===== src/rtl/pt2262_pkg.sv =====
// Shared PT2262/PT2272 encoding constants: trit codes, segment widths, sync timing, FSM states.
package pt2262_pkg;

   localparam logic [1:0] TRIT_0   = 2'b00;
   localparam logic [1:0] TRIT_1   = 2'b11;
   localparam logic [1:0] TRIT_F   = 2'b10;
   localparam logic [1:0] TRIT_ILL = 2'b01;

   localparam int SEG_W = 7;
   localparam logic [SEG_W-1:0] SYNC_HIGH = 7'd4;
   localparam logic [SEG_W-1:0] SYNC_LOW  = 7'd124;
   localparam int BIT_TICKS   = 32;
   localparam int FRAME_TICKS = 512;
   localparam int N_SYMBOLS   = 12;
   localparam logic [3:0] LAST_SYMBOL = 4'd11;

   // Segment widths in ticks, index 0 first; even segments high, odd low.
   localparam logic [3:0][SEG_W-1:0] SEG_TAB_0 = {7'd12, 7'd4, 7'd12, 7'd4};
   localparam logic [3:0][SEG_W-1:0] SEG_TAB_1 = {7'd4, 7'd12, 7'd4, 7'd12};
   localparam logic [3:0][SEG_W-1:0] SEG_TAB_F = {7'd4, 7'd12, 7'd12, 7'd4};

   typedef enum logic [1:0] {SYM_0, SYM_1, SYM_F} sym_t;
   typedef enum logic [1:0] {IDLE, SEND_BIT, SEND_SYNC, FRAME_END} state_t;

   function automatic sym_t trit_to_sym(logic [1:0] t);
      case (t)
         TRIT_0:   return SYM_0;
         TRIT_1:   return SYM_1;
         TRIT_F:   return SYM_F;
         TRIT_ILL: return SYM_F;
         default:  return SYM_F;
      endcase
   endfunction

   function automatic logic [SEG_W-1:0] seg_width(sym_t s, logic [1:0] seg);
      case (s)
         SYM_1:   return SEG_TAB_1[seg];
         SYM_F:   return SEG_TAB_F[seg];
         default: return SEG_TAB_0[seg];
      endcase
   endfunction

   // Symbols 0..7 are address trits (A[1:0] first), 8..11 are data bits D[0]..D[3].
   function automatic sym_t symbol_at(logic [15:0] a, logic [3:0] d, logic [3:0] idx);
      if (idx < 4'd8) return trit_to_sym(a[{idx[2:0], 1'b0} +: 2]);
      else            return d[idx[1:0]] ? SYM_1 : SYM_0;
   endfunction

endpackage


===== src/rtl/pt2262_tick_gen.sv =====
// Oscillator prescaler: one-clk tick enable every DIVIDER clocks, first tick DIVIDER clocks after reset.
module pt2262_tick_gen #(
   parameter int DIVIDER = 250
) (
   input  logic clk,
   input  logic reset,
   output logic tick_o
);

   localparam int CW = (DIVIDER > 1) ? $clog2(DIVIDER) : 1;
   localparam logic [CW-1:0] LAST = CW'(DIVIDER - 1);

   logic [CW-1:0] cnt_q, cnt_d;

   assign tick_o = (cnt_q == LAST);

   always_comb begin
      cnt_d = tick_o ? '0 : cnt_q + CW'(1);
   end

   always_ff @(posedge clk) begin
      if (reset) cnt_q <= '0;
      else       cnt_q <= cnt_d;
   end

endmodule


===== src/rtl/encodificador_pt2262.sv =====
// PT2262-style trinary encoder: 8 address trits + 4 data bits + sync per 512-tick frame.
// Define ENC_MIN_FRAMES_EN to guarantee at least MIN_FRAMES frames per transmission.
//
// state     | meaning
// IDLE      | line low, waiting for te on a tick
// SEND_BIT  | driving the 4 segments of symbols 0..11
// SEND_SYNC | sync high 4 ticks, then low for all but the last sync tick
// FRAME_END | last low sync tick; decides next frame or return to IDLE
module encodificador_pt2262
   import pt2262_pkg::*;
#(
   parameter int DIVIDER    = 250,
   parameter int MIN_FRAMES = 4
) (
   input  logic        clk,
   input  logic        reset,
   input  logic [15:0] A,
   input  logic [3:0]  D,
   input  logic        te,
   output logic        cod_o,
   output logic        busy,
   output logic        frame_done
);

   logic tick;

   pt2262_tick_gen #(.DIVIDER(DIVIDER)) u_tick_gen (
      .clk    (clk),
      .reset  (reset),
      .tick_o (tick)
   );

   state_t           state_q, state_d;
   logic [3:0]       sym_q, sym_d;
   logic [1:0]       seg_q, seg_d;
   logic [SEG_W-1:0] left_q, left_d;
   logic             cod_q, cod_d;
   logic             busy_q, busy_d;
   logic             done_q, done_d;
   logic [15:0]      a_q, a_d;
   logic [3:0]       d_q, d_d;
   logic             start, cont;
   sym_t             cur_sym, nxt_sym;

`ifdef ENC_MIN_FRAMES_EN
   logic [2:0] frm_q, frm_d, frm_inc;
`else
   logic unused_min_frames;
   assign unused_min_frames = (MIN_FRAMES != 0);
`endif

   assign cur_sym = symbol_at(a_q, d_q, sym_q);
   assign nxt_sym = symbol_at(a_q, d_q, sym_q + 4'd1);

   always_comb begin
      state_d = state_q;
      sym_d   = sym_q;
      seg_d   = seg_q;
      left_d  = left_q;
      cod_d   = cod_q;
      busy_d  = busy_q;
      done_d  = 1'b0;
      a_d     = a_q;
      d_d     = d_q;
      start   = 1'b0;
`ifdef ENC_MIN_FRAMES_EN
      frm_d   = frm_q;
      frm_inc = (frm_q == 3'd7) ? 3'd7 : frm_q + 3'd1;
      cont    = te || (int'(frm_inc) < MIN_FRAMES);
`else
      cont    = te;
`endif
      if (tick) begin
         case (state_q)
            IDLE: start = te;
            SEND_BIT: begin
               if (left_q != '0) begin
                  left_d = left_q - 7'd1;
               end else if (seg_q != 2'd3) begin
                  seg_d  = seg_q + 2'd1;
                  cod_d  = ~cod_q;
                  left_d = seg_width(cur_sym, seg_q + 2'd1) - 7'd1;
               end else if (sym_q != LAST_SYMBOL) begin
                  sym_d  = sym_q + 4'd1;
                  seg_d  = 2'd0;
                  cod_d  = 1'b1;
                  left_d = seg_width(nxt_sym, 2'd0) - 7'd1;
               end else begin
                  state_d = SEND_SYNC;
                  seg_d   = 2'd0;
                  cod_d   = 1'b1;
                  left_d  = SYNC_HIGH - 7'd1;
               end
            end
            SEND_SYNC: begin
               if (left_q != '0) begin
                  left_d = left_q - 7'd1;
               end else if (seg_q == 2'd0) begin
                  seg_d  = 2'd1;
                  cod_d  = 1'b0;
                  // FRAME_END supplies the final low tick of the sync gap
                  left_d = SYNC_LOW - 7'd2;
               end else begin
                  state_d = FRAME_END;
               end
            end
            FRAME_END: begin
               done_d = 1'b1;
`ifdef ENC_MIN_FRAMES_EN
               frm_d  = frm_inc;
`endif
               if (cont) begin
                  start = 1'b1;
               end else begin
                  state_d = IDLE;
                  busy_d  = 1'b0;
                  cod_d   = 1'b0;
`ifdef ENC_MIN_FRAMES_EN
                  frm_d   = 3'd0;
`endif
               end
            end
            default: state_d = IDLE;
         endcase
         if (start) begin
            a_d     = A;
            d_d     = D;
            state_d = SEND_BIT;
            sym_d   = 4'd0;
            seg_d   = 2'd0;
            cod_d   = 1'b1;
            busy_d  = 1'b1;
            left_d  = seg_width(symbol_at(A, D, 4'd0), 2'd0) - 7'd1;
         end
      end
   end

   always_ff @(posedge clk) begin
      if (reset) begin
         state_q <= IDLE;
         sym_q   <= '0;
         seg_q   <= '0;
         left_q  <= '0;
         cod_q   <= 1'b0;
         busy_q  <= 1'b0;
         done_q  <= 1'b0;
         a_q     <= '0;
         d_q     <= '0;
`ifdef ENC_MIN_FRAMES_EN
         frm_q   <= '0;
`endif
      end else begin
         state_q <= state_d;
         sym_q   <= sym_d;
         seg_q   <= seg_d;
         left_q  <= left_d;
         cod_q   <= cod_d;
         busy_q  <= busy_d;
         done_q  <= done_d;
         a_q     <= a_d;
         d_q     <= d_d;
`ifdef ENC_MIN_FRAMES_EN
         frm_q   <= frm_d;
`endif
      end
   end

   assign cod_o      = cod_q;
   assign busy       = busy_q;
   assign frame_done = done_q;

endmodule


===== config.mk =====
export PLATFORM = sky130hd
export DESIGN_NAME = encodificador_pt2262
export DESIGN_NICKNAME = d
export VERILOG_FILES = /design/src/rtl/pt2262_pkg.sv /design/src/rtl/pt2262_tick_gen.sv /design/src/rtl/encodificador_pt2262.sv
export SDC_FILE = /design/constraint.sdc
export NUM_CORES = 1
export LEC_CHECK = 0
export BUFFER_PORTS_ARGS = -buffer_cell sky130_fd_sc_hd__buf_4
export CAP_MARGIN = 25
export CORE_MARGIN = 10
export CORE_UTILIZATION = 59
export DETAILED_ROUTE_END_ITERATION = 10
export HOLD_SLACK_MARGIN = 0.02
export PLACE_DENSITY_LB_ADDON = 0.05
export SLEW_MARGIN = 20
export SYNTH_ARGS = -nofsm -noshare
export SYNTH_HDL_FRONTEND = slang
export SYNTH_HIERARCHICAL = 1
export SYNTH_SLANG_ARGS = --single-unit

===== constraint.sdc =====
create_clock -name clk -period 4.2 [get_ports clk]
set_clock_uncertainty 0.15 [all_clocks]
set_input_delay 0.21 -clock clk [delete_from_list [all_inputs] [get_ports clk]]
set_output_delay 0.21 -clock clk [all_outputs]
set_load 0.005 [all_outputs]

; ---- Word-level counts from Yosys, hierarchy flattened
; Cells that the tools add are included.
[classes]
eq_ne = 30
n_lt_le_gt_ge = 5
bitwise = 2
add_sub_neg = 7
n_reduce_logical = 23
shift = 2
mux = 72
[op_table]
columns = cell, n
row1 = $mux W7, 20
row2 = $bmux W7 S2, 3
row3 = $mux W2, 16
row4 = $shiftx A16 B5 Y2, 2
row5 = $mux W4, 7
row6 = $pmux W7 S2, 2
row7 = $sub A7 B1 Y7 const B, 4
row8 = $pmux W2 S3, 4
row9 = $ne A3 B3 Y1 const B, 7
row10 = $eq A2 B2 Y1 const B, 9
row11 = $mux W1, 15
row12 = $eq A2 B1 Y1 const B, 7
row13 = $logic_not A2 Y1, 5
row14 = $reduce_and A5 Y1, 2
row15 = $reduce_or A2 Y1, 5
row16 = $lt A2 B3 Y1 const B, 3
row17 = $add A8 B1 Y8 const B, 1
row18 = $eq A8 B8 Y1 const B, 1
row19 = $lt A4 B4 Y1 const B, 2
row20 = $ne A4 B4 Y1 const B, 2
row21 = $reduce_and A8 Y1, 1
row22 = $reduce_bool A7 Y1, 1
row23 = $ne A2 B1 Y1 const B, 3
row24 = $reduce_and A3 Y1, 2
row25 = 13 further kinds, 17
[word_totals]
inputBits = 23
reg_bits = 46

; ---- Logic depth before layout (Yosys ltp)
; Gate-level depths: netlist of run 1.
[depth]
ltp_word = 19
depth_mapped = 14
ltp_nobuf = 12

; ---- Cells and area by module
; The synthesis of run 1 kept the hierarchy.
[modules_own_cells]
columns = mod, n_inst, seq_area_each_um2, area_per_inst_um2, cells_each
row1 = encodificador_pt2262, 1, 760.7, 2339.7, 292
row2 = pt2262_tick_gen, 1, 160.2, 369.1, 42

; ---- Worst setup path after synthesis of run 1
; No wires, ideal clock.
[synth_path]
kind = register -> register
from = register sym_q[0]
to = register left_q[3]
n_path_buf = 2
setup_slack_ns = 0.991
t_arrival_ns = 2.968
path_stages_with_launch = 13
required_ns = 3.959
path_cell_list = dfxtp_1 > buf_2 > buf_1 > mux4_2 > nand2_1 > nand2_1 > ha_1 > mux2_2 > ha_1 > o21ai_0 > o311ai_0 > a41o_1 > a311oi_1
[synth_via]
elab_chain_cells = 19
word_cells_on_any_way = 47
[synth_lines]
columns = element, line_no
row1 = from (decl), encodificador_pt2262.sv:34  ; logic [3:0] sym_q, sym_d;
row2 = from (signal assigned), encodificador_pt2262.sv:154  ; sym_q <= sym_d;
row3 = $add A4 B1 Y4, encodificador_pt2262.sv:53  ; assign nxt_sym = symbol_at(a_q, d_q, sym_q + 4'd1);
row4 = $shiftx A16 B5 Y2, pt2262_pkg.sv:45  ; if (idx < 4'd8) return trit_to_sym(a[{idx[2:0], 1'b0} +: 2]);
row5 = $eq A2 B1 Y1 / $eq A2 B2 Y1 (equally long branches), pt2262_pkg.sv:26  ; case (t)
row6 = $reduce_or A2 Y1 (no line), --
row7 = $pmux W2 S3, pt2262_pkg.sv:26
row8 = $mux W2, pt2262_pkg.sv:45
row9 = $eq A2 B1 Y1, pt2262_pkg.sv:36  ; case (s)
row10 = $mux W4, pt2262_pkg.sv:36
row11 = (+3 left out), --
row12 = $mux W7, encodificador_pt2262.sv:74  ; case (state_q)
row13 = $mux W7, encodificador_pt2262.sv:73  ; if (tick) begin
row14 = $sub A7 B1 Y7, encodificador_pt2262.sv:87  ; left_d = seg_width(nxt_sym, 2'd0) - 7'd1;
row15 = $mux W7, encodificador_pt2262.sv:83  ; end else if (sym_q != LAST_SYMBOL) begin
row16 = $mux W7 (*), encodificador_pt2262.sv:79  ; end else if (seg_q != 2'd3) begin
row17 = $mux W7 (*), encodificador_pt2262.sv:77  ; if (left_q != '0) begin
row18 = $pmux W7 S2 (*), encodificador_pt2262.sv:74
row19 = $mux W7 (*), encodificador_pt2262.sv:125  ; if (start) begin
row20 = to (signal assigned), encodificador_pt2262.sv:156  ; left_q <= left_d;
row21 = to (decl), encodificador_pt2262.sv:36  ; logic [SEG_W-1:0] left_q, left_d;
; Mark *: on every way between the ends. The rest lies on a longest branch, timed or not. The select of a mux whose other input is x is not followed.
; A chain may end at the register's enable or synchronous reset.

; ---- Final worst setup path of run 1
[layout_path]
from = register sym_q[1]
to = register left_q[3]
; Same word-level chain as after synthesis.

==> impl_metrics.csv, run 1 <==
group,metric,value,unit
routing,vias_per_cell,5.92,
clocking,cts_buffers,5,
clocking,cts_sinks,46,
global_route,antenna_found_initial,0,
flow_run,maxCapViolations,0,
clocking,cts_setup_buffers,0,
place,numPortBuffers,25,
clocking,clock_tree.buffer_depth,2,
routing,routed_wl,6.51,mm
worst_setup_path,r2r_end,"left_q[3]$_SDFFE_PP0P_",
clocking,cts_tree,"built",
sta,fin_ws,0.735,ns
clocking,clkLatencyLatePin,0.30,ns
worst_setup_path,worst_setup_path_end_kind,"flop",
sta,fmax,0.289,GHz
synth,syn_inst,334,
sta,rsz0062_at_grt,"false",
worst_setup_path,r2r-start,"sym_q[1]$_SDFFE_PP0P_",
pwr,ir_drop,171,uV
synth,synth_area_leaders,"dfxtp_1, nand2_1, mux4_2",
worst_setup_path,crit_top_cell,"ha_1",
pwr,power.share.clock,0.393,
clocking,htree_levels,2,
pwr,cellLeakagePower,1.16,nW
sta,relSlewSlack,0.528,
synth,yosys.cell_types.count,54,
place,gp_congestion,0.839,
sta,min_period,3.46,ns
worst_setup_path,crit_buf_inv,0,
worst_setup_path,cp.depth,7,
pwr,seqPwrFrac,0.538,
floorplanning,die_y,87.8,um
cells_and_area,fin_cells,419,
sta,slew_viol_final,0,
synth,yosysTopAreaCell,"dfxtp_1",
cells_and_area,multi_input_area,1630,um^2
routing,post_drt_wl_per_cell,15.5,um
synth,syn_area,2710,um^2
floorplanning,core_area,4410,um^2
sta,finalSetupTns,0,ns
clocking,clkTransAtPathRegs,0.08,ns
place,dp.cells,392,
synth,synth_top_area_share,0.340,
cells_and_area,seqCellArea,921,um^2
worst_hold_path,hold_class,"input pin to flop",
worst_setup_path,crit_chain,"ha_1, mux4_2, mux2_2, ha_1, or4b_2, a41o_1, a311oi_1",
worst_setup_path,ff2ff_setup_slack,0.74,ns
floorplanning,io_pins,26,
pwr,power.internal,0.000650,W
sta,period_share,0.825,
sta,setup_viol,0,
worst_setup_path,critPathSlowestCell,"or4b_2",
synth,synth_seq_cells,46,
worst_setup_path,worstPathRequired,4.27,ns
worst_setup_path,startpoint,"sym_q[1]$_SDFFE_PP0P_",
synth,yosysSeqAreaShare,0.340,
synth,ys_warn_count,6,
pwr,p_comb_frac,0.068,
sta,tightest_slew,0.706,ns
floorplanning,die-area,7700,um^2
floorplanning,initial_core_util,0.614,
cells_and_area,area_delta_synth_final,17.6,%
sta,finalHoldViolations,0,
clocking,clock_tree.root_cell,"clkbuf_8",
synth,avgSynthCellArea,8.11,um^2
worst_hold_path,worstHoldStart,"A[1]",
routing,drt_pass1_iterations,4,
synth,synth-edff-count,0,
global_route,grt_usage,0.180,
cells_and_area,antenna_cells,0,
global_route,grt_pass1_vias,2423,
worst_setup_path,endpoint,"left_q[3]$_SDFFE_PP0P_",
cells_and_area,final_net_count,404,
pwr,swShare,0.214,
floorplanning,rows,24,
global_route,gr-total-overflow,0,
global_route,grt_pass1_wl,11.6,mm
pwr,p_sw,0.000177,W
synth,synth_fp_nets,372,
synth,ys.flop_type,"dfxtp_1",
place,post-place-ws,0.743,ns
pwr,power_density,260,nW/um^2
routing,first_iter_violations,255,
place,place_hpwl,4.34,mm
worst_setup_path,cp_top_family,"adder cells",
worst_setup_path,slowest_delay,0.66,ns
worst_setup_path,crit_type,"flop to flop",
global_route,grt_max_degree,47,
cells_and_area,fillers,346,
routing,ant_nets,0,
sta,hold_ws,0.0211,ns
routing,dr_total_vias,2482,
worst_setup_path,rr_worst_depth,7,
outcome,status,"finished clean",
floorplanning,die_w,87.8,um
worst_hold_path,hold_depth,3,
routing,drc,0,
cells_and_area,layout-drive-gt1-share,0.142,
worst_setup_path,worst-path-max-fanout,10,
synth,synth-async-reset-ratio,0,
worst_setup_path,cp-start-kind,"flop",
worst_setup_path,worstPathArrival,3.53,ns
-- cells in the final DEF, fill, tap and decap left out, types with 4 or more instances in the layout --
cell	n
a21oi_1	31
a31oi_1	8
buf_4	29
clkbuf_8	5
dfxtp_1	46
dlygate4sd3_1	19
ha_1	15
inv_1	16
mux4_2	9
nand2_1	67
nand2b_1	5
nand3_1	8
nor2_1	20
nor3_1	8
o21a_1	4
o21ai_0	12
or3_1	6
-- worst register-to-register path, cell delays in order (launching register included) --
cell	delay, ns
dfxtp_1	0.44
ha_1	0.58
mux4_2	0.56
mux2_2	0.28
ha_1	0.28
or4b_2	0.66
a41o_1	0.19
a311oi_1	0.24
-- kinds of logic after synthesis --
| group | Yosys count | share of synthesized area |
|---|---|---|
| adders and majority gates | 15 | 0.0693 |
| buffers and inverters | 39 | 0.0596 |
| muxes | 14 | 0.0947 |
| xor gates and xnor gates | 5 | 0.0162 |
| DFF | 46 | 0.340 |
| and+or+nand+nor | 134 | 0.233 |
| AOI/OAI and AO/OA | 81 | 0.187 |
-- Yosys cell counts, types with 2 or more instances --
master,number
a211oi_1,2
a21oi_1,31
a221oi_1,2
a22oi_1,3
a311oi_1,3
a31oi_1,8
buf_1,2
buf_2,5
clkbuf_1,14
dfxtp_1,46
ha_1,15
inv_1,16
mux2_2,3
mux2i_1,2
mux4_2,9
nand2_1,67
nand2b_1,5
nand3_1,8
nand3b_1,2
nand4_1,3
nand4b_1,2
nor2_1,20
nor3_1,8
o211ai_1,2
o21a_1,4
o21ai_0,12
o31ai_1,3
o32ai_1,2
or3_1,6
or4_1,2
xnor2_1,2
xor2_1,3
-- routing by layer --
metal / vias to the layer above / track usage / share of wire
li1: 1254 / - / -
met1: 1145 / 0.248 / 0.46
met2: 74 / 0.278 / 0.46
met3: 9 / 0.0427 / 0.064
met4: 0 / 0.0391 / 0.011
met5: - / 0 / 0
-- metrics by stage --
step	util	cell area [um^2]	total power [W]
2_1_floorplan	-	2710	0.000475
3_3_place_gp	0.655	2890	0.000496
3_5_place_dp	0.655	2890	0.000497
4_1_cts	0.722	3190	0.000835
5_1_grt	0.722	3190	0.000859
6_report	0.722	3190	0.000828
-- registers in the layout (all words and copies together) (netlist names) --
register and count:
busy 1, cod_o 1, seg_q 2, frame_done 1, state_q 2, left_q 7
a_q 16, sym_q 4, d_q 4, u_tick_gen/cnt_q 8
-- worst min-delay path by stage --
stage / slack, ns / end
floorplan: 0.13 / u_tick_gen/cnt_q[5]$_SDFF_PP0_
global placement: 0.31 / a_q[11]$_SDFFE_PP0P_
detailed placement: 0.31 / a_q[14]$_SDFFE_PP0P_
CTS: 0.02 / a_q[1]$_SDFFE_PP0P_
global route: 0.02 / a_q[1]$_SDFFE_PP0P_
finish: 0.02 / a_q[1]$_SDFFE_PP0P_
-- final cells by class --
cell class / count / area share
multi-input combinational: 249 / 0.510
sequential: 46 / 0.289
timing repair buffer: 48 / 0.128
clock buffer: 7 / 0.0239
tap: 52 / 0.0204
inverter: 16 / 0.0188
clock inverter: 1 / 0.00942
-- power by group through the flow --
stage | clock [W] | combinational (W) | sequential, W
2_1_floorplan | 0 | 0.0000205 | 0.000455
3_3_place_gp | 0 | 0.0000408 | 0.000456
3_5_place_dp | 0 | 0.0000416 | 0.000456
4_1_cts | 0.000334 | 0.0000554 | 0.000446
5_1_grt | 0.000350 | 0.0000625 | 0.000447
6_report | 0.000326 | 0.0000567 | 0.000446
-- timing repair --
| action | 4_1_cts | 5_1_grt |
|---|---|---|
| hold buffers | 19 | 0 |
| resized for setup | 0 | 0 |
| hold endpoints to repair | 19 | 0 |
Power figures use the tool's default switching activity.
==> run 2: changes to the inputs <==
- CORE_UTILIZATION: 59 -> 53
- clock period: 4.2 -> 2.9 ns (I/O delays scaled with it)
==> run 2 against run 1 <==
  * Cell count up 6.2%
  * Worst setup slack worse by 0.65 ns
  * Sequential power up 45%
  * Global-route usage shrank 2.5 points
  * Non-clock buffer count increased by 11
  * Worst hold slack better by 0.11 ns
  * Combinational power rose by 52%
  * First-iteration DRC count fell by 24%
  * Register-to-register slack worse by 0.65 ns
  * Count of clock-buffer cells in the layout decreased by 1
  * Largest cell class unchanged
==> impl_metrics.csv, run 2 (synthesis gave the netlist of run 1 again) <==
group,metric,value,unit
pwr,cellLeakagePower,1.21,nW
sta,finalHoldViolations,0,
cells_and_area,final_net_count,415,
sta,slew_viol_final,0,
worst_setup_path,worst-path-max-fanout,5,
sta,tightest_slew,0.483,ns
sta,fmax,0.355,GHz
cells_and_area,final_util,0.696,
clocking,cts_tree,"built",
pwr,power_density,358,nW/um^2
cells_and_area,layout-drive-gt1-share,0.190,
routing,post_drt_wl_per_cell,15.0,um
pwr,ir_drop,535,uV
place,numPortBuffers,25,
cells_and_area,regMostFlops,"a_q",
global_route,grt_usage,0.155,
pwr,finalPower,0.00121,W
routing,vias_per_cell,5.65,
sta,rsz0062_at_grt,"false",
worst_setup_path,worst_setup_path_end_kind,"flop",
worst_setup_path,crit_type,"flop to flop",
worst_setup_path,cp-start-kind,"flop",
floorplanning,die_y,91.5,um
floorplanning,core_area,4850,um^2
sta,setup_viol,0,
routing,dr_total_vias,2515,
clocking,cts_buffers,5,
worst_setup_path,worstPathArrival,2.87,ns
routing,routed_wl,6.66,mm
floorplanning,initial_core_util,0.559,
sta,relSlewSlack,0.678,
global_route,grt_pass1_wl,11.2,mm
sta,min_period,2.82,ns
floorplanning,rows,25,
outcome,status,"finished clean",
routing,ant_nets,0,
global_route,gr-total-overflow,0,
place,dp.cells,413,
flow_run,maxCapViolations,0,
cells_and_area,area_delta_synth_final,24.6,%
global_route,antenna_found_initial,0,
place,place_hpwl,4.62,mm
global_route,grt_pass1_vias,2408,
clocking,clkLatencyLatePin,0.29,ns
clocking,cts_sinks,46,
cells_and_area,fin_cells,445,
clocking,clock_tree.buffer_depth,2,
cells_and_area,antenna_cells,0,
cells_and_area,top_regs,"a_q (16), u_tick_gen/cnt_q (8), left_q (7)",
routing,first_iter_violations,193,
cells_and_area,final_common_cell,"nand2_1",
floorplanning,die_w,91.5,um
clocking,clock_tree.root_cell,"clkbuf_8",
clocking,clkTransAtPathRegs,0.09,ns
worst_setup_path,worstPathRequired,2.96,ns
place,gp_congestion,0.823,
cells_and_area,largest_register_ffs,16,
sta,finalSetupTns,0,ns
routing,drc,0,
cells_and_area,final_cell_mix,"nand2_1, dfxtp_1, buf_4",
routing,drt_pass1_iterations,5,
floorplanning,die-area,8370,um^2
clocking,htree_levels,2,
worst_hold_path,hold_class,"input pin to flop",
global_route,grt_max_degree,47,
sta,period_share,0.972,
floorplanning,io_pins,26,
## run 2: power breakdown
part,total (W),leakage [nW],switching [W],internal (W)
Sequential,0.000645,0.372,0.00000778,0.000637
Combinational,0.0000860,0.790,0.0000355,0.0000504
Clock,0.000477,0.0514,0.000219,0.000257
Total,0.00121,1.21,0.000263,0.000945
## run 2: worst paths after layout
check,from,end,slack (ns),cells after the start
setup reg to reg,sym_q[0]$_SDFFE_PP0P_,left_q[3]$_SDFFE_PP0P_,0.08,7
hold reg to reg,a_q[7]$_SDFFE_PP0P_,a_q[7]$_SDFFE_PP0P_,0.33,2
setup / recovery,sym_q[0]$_SDFFE_PP0P_,left_q[3]$_SDFFE_PP0P_,0.08,7
hold / removal,reset,frame_done$_SDFF_PP0_,0.13,2
## run 2: what timing repair did
| item | CTS | global route |
|---|---|---|
| resized for setup | 7 | 9 |
| hold endpoints to repair | 21 | 0 |
| pin swaps | 3 | 10 |
| buffers inserted | 3 | 0 |
| endpoints found under the setup margin | 1 | 1 |
| hold buffers | 21 | 0 |
## run 2: critical path: stages (launching register included)
cell	delay, ns
dfxtp_2	0.35
ha_4	0.31
mux4_2	0.51
mux2_4	0.30
ha_4	0.21
or4b_4	0.46
a41o_1	0.22
a311oi_1	0.22
## run 2: layout make-up
class,instances,area (um^2)
clock buffer,6,72.6
clock inverter,2,37.5
fill,392,1470
inverter,16,60.1
multi-input combinational,249,1700
sequential,46,923
tap,67,83.8
timing repair buffer,59,499
## run 2: through the flow
step,hold WS (ns),worst slack (ns),area (um^2)
4_1_cts,0.135,0.0139,3340
3_3_place_gp,0.240,-0.0700,2970
5_1_grt,0.134,0.00525,3380
3_5_place_dp,0.251,-0.134,2970
6_report,0.131,0.0816,3380
2_1_floorplan,0.0644,0.00278,2750
## run 2: routing by layer
layer | wire length [um] | part of all wire | vias up | GRT usage
li1 | - | - | 1274 | -
met1 | 3160 | 0.47 | 1170 | 0.203
met2 | 3090 | 0.46 | 63 | 0.249
met3 | 325 | 0.049 | 8 | 0.0403
met4 | 86 | 0.013 | 0 | 0.0366
met5 | 0 | 0 | - | 0
